<file path="config.mk">
export PLATFORM = sky130hd
export DESIGN_NAME = mem_ctrl
export DESIGN_NICKNAME = d
export VERILOG_FILES = /design/src/rtl/mem_ctrl.sv
export SDC_FILE = /design/constraint.sdc
export NUM_CORES = 1
export LEC_CHECK = 0
export ABC_CLOCK_PERIOD_IN_PS = 12890
export CAP_MARGIN = 25
export CORE_MARGIN = 8
export CORE_UTILIZATION = 65
export DETAILED_ROUTE_END_ITERATION = 12
export DONT_BUFFER_PORTS = 1
export GPL_TIMING_DRIVEN = 0
export HOLD_SLACK_MARGIN = 0.1
export PLACE_DENSITY = 0.77
export SLEW_MARGIN = 20
export SYNTH_ARGS = -nofsm -noshare
export SYNTH_HDL_FRONTEND = slang
export SYNTH_SLANG_ARGS = --single-unit
</file>
<file path="constraint.sdc">
create_clock -name clk -period 12.89 [get_ports clk]
set_clock_uncertainty 0.1 [all_clocks]
set_input_delay 3.2225 -clock clk [delete_from_list [all_inputs] [get_ports clk]]
set_output_delay 3.2225 -clock clk [all_outputs]
set_load 0.005 [all_outputs]
</file>
<file path="src/rtl/mem_ctrl.sv">
// mem_ctrl: memory-side responder for the instruction fetch port and the
// load/store port. Arbitrates the two requesters onto a byte-wide synchronous
// RAM bus and assembles/splits 32-bit words over 1, 2 or 4 byte beats.
// Optional feature macro: IO_STALL_EN (stall IO-region stores while the UART
// buffer is full). With IO_STALL_EN undefined, io_buffer_full is ignored.
module mem_ctrl #(
    parameter int unsigned ADDR_W     = 32,
    parameter int unsigned DATA_W     = 32,
    parameter logic [1:0]  IO_BASE_HI = 2'b11
) (
    input  logic              clk,
    input  logic              rst,
    input  logic              branch_error,
    input  logic              if_request_i,
    input  logic [ADDR_W-1:0] if_addr_i,
    output logic [DATA_W-1:0] if_data_o,
    output logic              if_done_o,
    output logic              if_wait_o,
    input  logic              ls_request_i,
    input  logic              ls_we_i,
    input  logic [1:0]        ls_len_i,
    input  logic [ADDR_W-1:0] ls_addr_i,
    input  logic [DATA_W-1:0] ls_wdata_i,
    output logic [DATA_W-1:0] ls_data_o,
    output logic              ls_done_o,
    input  logic [7:0]        mem_din,
    output logic [7:0]        mem_dout,
    output logic [ADDR_W-1:0] mem_a,
    output logic              mem_wr,
    input  logic              io_buffer_full
);

    typedef enum logic [1:0] {IDLE, READ, WRITE} state_t;

    state_t            state_q, state_d;
    // READ: offset of the byte arriving this cycle. WRITE: offset of the beat
    // being driven this cycle.
    logic [1:0]        cnt_q, cnt_d;
    logic [1:0]        last_q, last_d;      // offset of the final byte (nbytes-1)
    logic              owner_q, owner_d;    // 1 = fetch owns the READ
    logic              if_pend_q, if_pend_d;
    logic [ADDR_W-1:0] pend_addr_q, pend_addr_d;
    logic [ADDR_W-1:0] base_q, base_d;
    logic [DATA_W-1:0] wdata_q, wdata_d;
    logic [DATA_W-1:0] rbuf_q, rbuf_d;
    logic              if_done_q, if_done_d;
    logic              ls_done_q, ls_done_d;
    logic [DATA_W-1:0] if_data_q, if_data_d;
    logic [DATA_W-1:0] ls_data_q, ls_data_d;
    logic              if_wait_q, if_wait_d;

    logic              ls_sel;
    logic              fetch_avail;
    logic [ADDR_W-1:0] fetch_addr;
    logic              stall_ls;
    logic              stall_base;

    // The LSU keeps its request up through the done cycle, so it must not be
    // re-accepted while ls_done_o is high.
    assign ls_sel      = !rst && ls_request_i && !ls_done_q;
    assign fetch_avail = !rst && (if_request_i || (if_pend_q && !branch_error));
    assign fetch_addr  = if_request_i ? if_addr_i : pend_addr_q;

`ifdef IO_STALL_EN
    assign stall_ls   = (ls_addr_i[17:16] == IO_BASE_HI) && io_buffer_full;
    assign stall_base = (base_q[17:16] == IO_BASE_HI) && io_buffer_full;
`else
    logic unused_io;
    assign unused_io  = io_buffer_full ^ (^IO_BASE_HI);
    assign stall_ls   = 1'b0;
    assign stall_base = 1'b0;
`endif

    // Next-state, bus drive and result assembly for the current beat.
    always_comb begin
        state_d     = state_q;
        cnt_d       = cnt_q;
        last_d      = last_q;
        owner_d     = owner_q;
        if_pend_d   = if_pend_q;
        pend_addr_d = pend_addr_q;
        base_d      = base_q;
        wdata_d     = wdata_q;
        rbuf_d      = rbuf_q;
        if_done_d   = 1'b0;
        ls_done_d   = 1'b0;
        if_data_d   = '0;
        ls_data_d   = '0;
        mem_a       = '0;
        mem_wr      = 1'b0;
        mem_dout    = '0;

        // A fresh fetch pulse always lands in the pending slot; a flush only
        // discards an older one.
        if (if_request_i) begin
            if_pend_d   = 1'b1;
            pend_addr_d = if_addr_i;
        end else if (branch_error) begin
            if_pend_d = 1'b0;
        end

        case (state_q)
            IDLE: begin
                if (ls_sel) begin
                    base_d  = ls_addr_i;
                    wdata_d = ls_wdata_i;
                    last_d  = ls_len_i;
                    owner_d = 1'b0;
                    rbuf_d  = '0;
                    cnt_d   = 2'd0;
                    if (!ls_we_i) begin
                        mem_a   = ls_addr_i;
                        state_d = READ;
                    end else if (stall_ls) begin
                        state_d = WRITE;
                    end else begin
                        // First store beat goes out in the accept cycle.
                        mem_a    = ls_addr_i;
                        mem_wr   = 1'b1;
                        mem_dout = ls_wdata_i[7:0];
                        if (ls_len_i == 2'd0) begin
                            ls_done_d = 1'b1;
                        end else begin
                            cnt_d   = 2'd1;
                            state_d = WRITE;
                        end
                    end
                end else if (fetch_avail) begin
                    base_d    = fetch_addr;
                    last_d    = 2'd3;
                    owner_d   = 1'b1;
                    rbuf_d    = '0;
                    cnt_d     = 2'd0;
                    mem_a     = fetch_addr;
                    if_pend_d = 1'b0;
                    state_d   = READ;
                end
            end
            READ: begin
                if (owner_q && branch_error) begin
                    state_d = IDLE;
                end else begin
                    rbuf_d = rbuf_q | (DATA_W'(mem_din) << {cnt_q, 3'b000});
                    if (cnt_q == last_q) begin
                        state_d = IDLE;
                        if (owner_q) begin
                            if_done_d = 1'b1;
                            if_data_d = rbuf_d;
                        end else begin
                            ls_done_d = 1'b1;
                            ls_data_d = rbuf_d;
                        end
                    end else begin
                        cnt_d = cnt_q + 2'd1;
                        mem_a = base_q + ADDR_W'(cnt_q) + ADDR_W'(1);
                    end
                end
            end
            WRITE: begin
                if (!stall_base) begin
                    mem_wr   = 1'b1;
                    mem_a    = base_q + ADDR_W'(cnt_q);
                    mem_dout = wdata_q[{cnt_q, 3'b000} +: 8];
                    if (cnt_q == last_q) begin
                        ls_done_d = 1'b1;
                        state_d   = IDLE;
                    end else begin
                        cnt_d = cnt_q + 2'd1;
                    end
                end
            end
            default: state_d = IDLE;
        endcase

        if_wait_d = if_pend_d || (state_d != IDLE);

        if (rst) begin
            mem_a    = '0;
            mem_wr   = 1'b0;
            mem_dout = '0;
        end
    end

    // Control state and registered port outputs; reset drops any transaction.
    always_ff @(posedge clk) begin
        if (rst) begin
            state_q   <= IDLE;
            cnt_q     <= 2'd0;
            owner_q   <= 1'b0;
            if_pend_q <= 1'b0;
            if_done_q <= 1'b0;
            ls_done_q <= 1'b0;
            if_data_q <= '0;
            ls_data_q <= '0;
            if_wait_q <= 1'b1;
        end else begin
            state_q   <= state_d;
            cnt_q     <= cnt_d;
            owner_q   <= owner_d;
            if_pend_q <= if_pend_d;
            if_done_q <= if_done_d;
            ls_done_q <= ls_done_d;
            if_data_q <= if_data_d;
            ls_data_q <= ls_data_d;
            if_wait_q <= if_wait_d;
        end
    end

    // Address/data holding registers; only meaningful while a transaction runs.
    always_ff @(posedge clk) begin
        last_q      <= last_d;
        pend_addr_q <= pend_addr_d;
        base_q      <= base_d;
        wdata_q     <= wdata_d;
        rbuf_q      <= rbuf_d;
    end

    assign if_data_o = if_data_q;
    assign if_done_o = if_done_q;
    assign if_wait_o = if_wait_q;
    assign ls_data_o = ls_data_q;
    assign ls_done_o = ls_done_q;

endmodule
</file>
==> qor.csv <==
stage,metric,value,unit
sta,period_needed,8.65,ns
floorplan,core-area,14300,um^2
clocking,cts_sinks,203,
floorplan,rows,44,
grt,grt_use_total,0.270,
logic_synthesis,synth-edff-count,98,
setup_path,critPathBufInv,2,
placement,place_congestion,0.918,
logic_synthesis,synth_area_leaders,"edfxtp_1, dfxtp_1, mux2_2",
grt,grt_first_pass_wirelength,39000,um
logic_synthesis,post_synth_xor_area_fraction,0.0413,
drt,initialDrtViolationCount,585,
cells_and_area,drive_above_1_share,0.154,
floorplan,dieArea,18500,um^2
logic_synthesis,synth-seq-cells,203,
setup_path,worstPathMaxFanout,10,
setup_path,critPathLaunchType,input pin,
clocking,post_cts_resized,0,
logic_synthesis,syn-num-nets,971,
clocking,cts_buffers,21,
clocking,path_clk_slew,0.06,ns
pwr,leakagePower,3.59,nW
drt,drcViolationCount,0,
sta,hold_viol,0,
job,maxCapViolCount,0,
sta,post-route-period-util,0.671,
logic_synthesis,synth_top_family_by_area,simple AND/OR/NAND/NOR gates,
sta,totalNegativeSetupSlack,0,ns
drt,wl_per_cell,23.8,um
setup_path,slowest_stage,clkbuf_1,
sta,fin_ws,4.24,ns
clocking,root_buffer,clkbuf_16,
logic_synthesis,synth-async-reset-ratio,0,
outcome,status,completed,
placement,place.port_buffers,0,
sta,final_max_slew_viol_count,0,
setup_path,arrival,5.32,ns
floorplan,dieHeight,136,um
setup_path,end_kind,primary output,
pwr,ir_drop,0.000117,V
drt,via_per_inst,6.45,
placement,place_ws,4.24,ns
sta,setup_viol,0,
cells_and_area,multi_input_area,4070,um^2
drt,drtPass1Iterations,7,
drt,antenna_left,0,
drt,vias,6932,
logic_synthesis,synthMuxAreaShare,0.0974,
grt,grt_antenna_before_repair,1,
setup_path,cpLargestDelayFamily,buffers and inverters,
grt,grt_pass1_vias,6874,
setup_path,worst_ep_required_time,9.57,ns
floorplan,io_pins,221,
cells_and_area,regArea,5040,um^2
sta,worst_slew_pin_slew,0.830,ns
logic_synthesis,synth_area,9350,um^2
grt,overflow,0,
drt,routed_wl,25600,um
pwr,pwr_density_cell,153,nW/um^2
logic_synthesis,synth_compound_area_frac,0.101,
placement,place_hpwl,18900,um
grt,grt_max_degree,33,
logic_synthesis,synthAdderAreaFrac,0.0115,
logic_synthesis,synthSimpleGateAreaFrac,0.182,
logic_synthesis,synth_cell_type_count,71,
clocking,cts_tree,yes,
clocking,h-tree-depth,1,
cells_and_area,n_fill_cell,1001,
sta,fmax,116,MHz
cells_and_area,final_nets,997,
logic_synthesis,ys.warnings.count,0,
sta,rsz0062_at_grt,false,
logic_synthesis,synthFlopType,dfxtp_1,
clocking,postCtsSetupBuffers,0,
clocking,post_cts_hold_buffer_count,0,
logic_synthesis,avgSynthCellArea,11.0,um^2
setup_path,criticalPathCategory,in2out,
hold_path,hold_class,reg2reg,
logic_synthesis,synth_top_area_frac,0.315,
logic_synthesis,ys_seq_area_frac,0.539,
cells_and_area,syn_to_final_growth,10.4,%
setup_path,critPathMaxStageDelay,0.68,ns
floorplan,die_w,136,um
clocking,clockBufferDepth,3,
cells_and_area,utilization,0.721,
floorplan,initial_core_util,0.653,
logic_synthesis,syn_inst,850,
logic_synthesis,yosysTopAreaCell,edfxtp_1,
setup_path,crit_chain,clkbuf_1 > clkbuf_1 > mux2_2 > mux2_2 > a2bb2oi_1 > o22ai_1,
clocking,worst_skew_pair.late_latency,0.51,ns
sta,slew_headroom,0.447,
-- cell usage after synthesis, types with 2 or more instances --
master      n
a21oi_1    51
a221oi_1    2
a222oi_1    6
a22oi_1    17
a31oi_1     5
a32oi_1     4
and2_1      3
and3_1      6
and4_1      4
buf_2       5
clkbuf_1   43
dfxtp_1   105
edfxtp_1   98
ha_1        7
inv_1      14
mux2_2     64
mux4_2      8
nand2_1    40
nand2b_1    6
nand3_1    21
nand4_1    17
nor2_1    117
nor2b_1    37
nor3_1     15
nor3b_1     2
nor4_1      9
nor4_2      4
nor4_4      2
nor4b_1     3
o211a_1     2
o211ai_1    7
o21a_1      5
o21ai_0    14
o21ai_1     4
o21bai_1    2
o221ai_1    2
o22ai_1     3
o31a_1      5
or2_2       6
or3_1      10
or4_1       6
xnor2_1    28
xor2_1     13
-- report_power, final --
| group | switching (mW) | internal, mW |
|---|---|---|
| Sequential | 0.0250 | 0.737 |
| Combinational | 0.147 | 0.0868 |
| Clock | 0.244 | 0.337 |
| Total | 0.415 | 1.16 |
-- layer usage --
layer	vias up	GRT usage	wire length, um
li1	3163	-	-
met1	3355	0.325	9990
met2	352	0.442	12300
met3	62	0.0809	2370
met4	0	0.115	907
met5	-	0	0
-- sequential cells by signal (all words and copies together), names as in the netlist --
name         count
last_q           2
base_q          32
ls_data_o       32
wdata_q         32
if_data_o       32
if_done_o        1
if_wait_o        1
rbuf_q          32
if_pend_q        1
owner_q          1
state_q          2
pend_addr_q     32
ls_done_o        1
cnt_q            2
-- cells in the final DEF, fill, tap and decap left out, types with 7 or more instances in the layout --
cell type  count
nor4_1         9
nand4_1       17
nand3_1       21
nand2_1       40
xnor2_1       28
dfxtp_1      105
inv_1         14
xor2_1        13
clkbuf_1      46
edfxtp_1      98
nor3_1        15
a22oi_1       17
mux2_2        64
or3_1         10
nor2_1       115
mux4_2         8
o211ai_1       7
a21oi_1       51
o21ai_0       14
ha_1           7
nor2b_1       37
clkbuf_16     21
-- metrics by stage --
step                      cell area [um^2]  hold slack [ns]  std cells  total power [mW]
after CTS                            10300            0.371       1074              1.58
after detailed placement              9670            0.358       1037              1.00
after global placement                9580            0.351       1034             0.989
after floorplan                       9350            0.347        850             0.936
after global routing                 10300            0.383       1075              1.63
final                                10300            0.370       1075              1.58
-- area by class of cell --
type,instances,area share
tap,184,0.0223
timing repair buffer,3,0.00655
clock buffer,28,0.0564
buffer,50,0.0196
clock inverter,9,0.00691
inverter,14,0.00509
antenna,1,0.000242
multi-input combinational,583,0.394
sequential,203,0.489
-- path summary, 6_finish.rpt --
kind | slack [ns] | endpoint | from | cells after the start
worst max-delay path | 4.24 | mem_a[18] | if_request_i | 6
worst min-delay path | 0.37 | pend_addr_q[2] | pend_addr_q[2] | 1
worst max register to register | 10.24 | if_wait_o | cnt_q[0] | 8
worst min register to register | 0.37 | pend_addr_q[2] | pend_addr_q[2] | 1
-- cell families after synthesis --
family,Yosys count
and+or+nand+nor,319
DFF,203
AOI/OAI and AO/OA,141
muxes,73
buffers and inverters,64
xor gates and xnor gates,42
adders and majority gates,8
(Power assumes the default switching activity.)
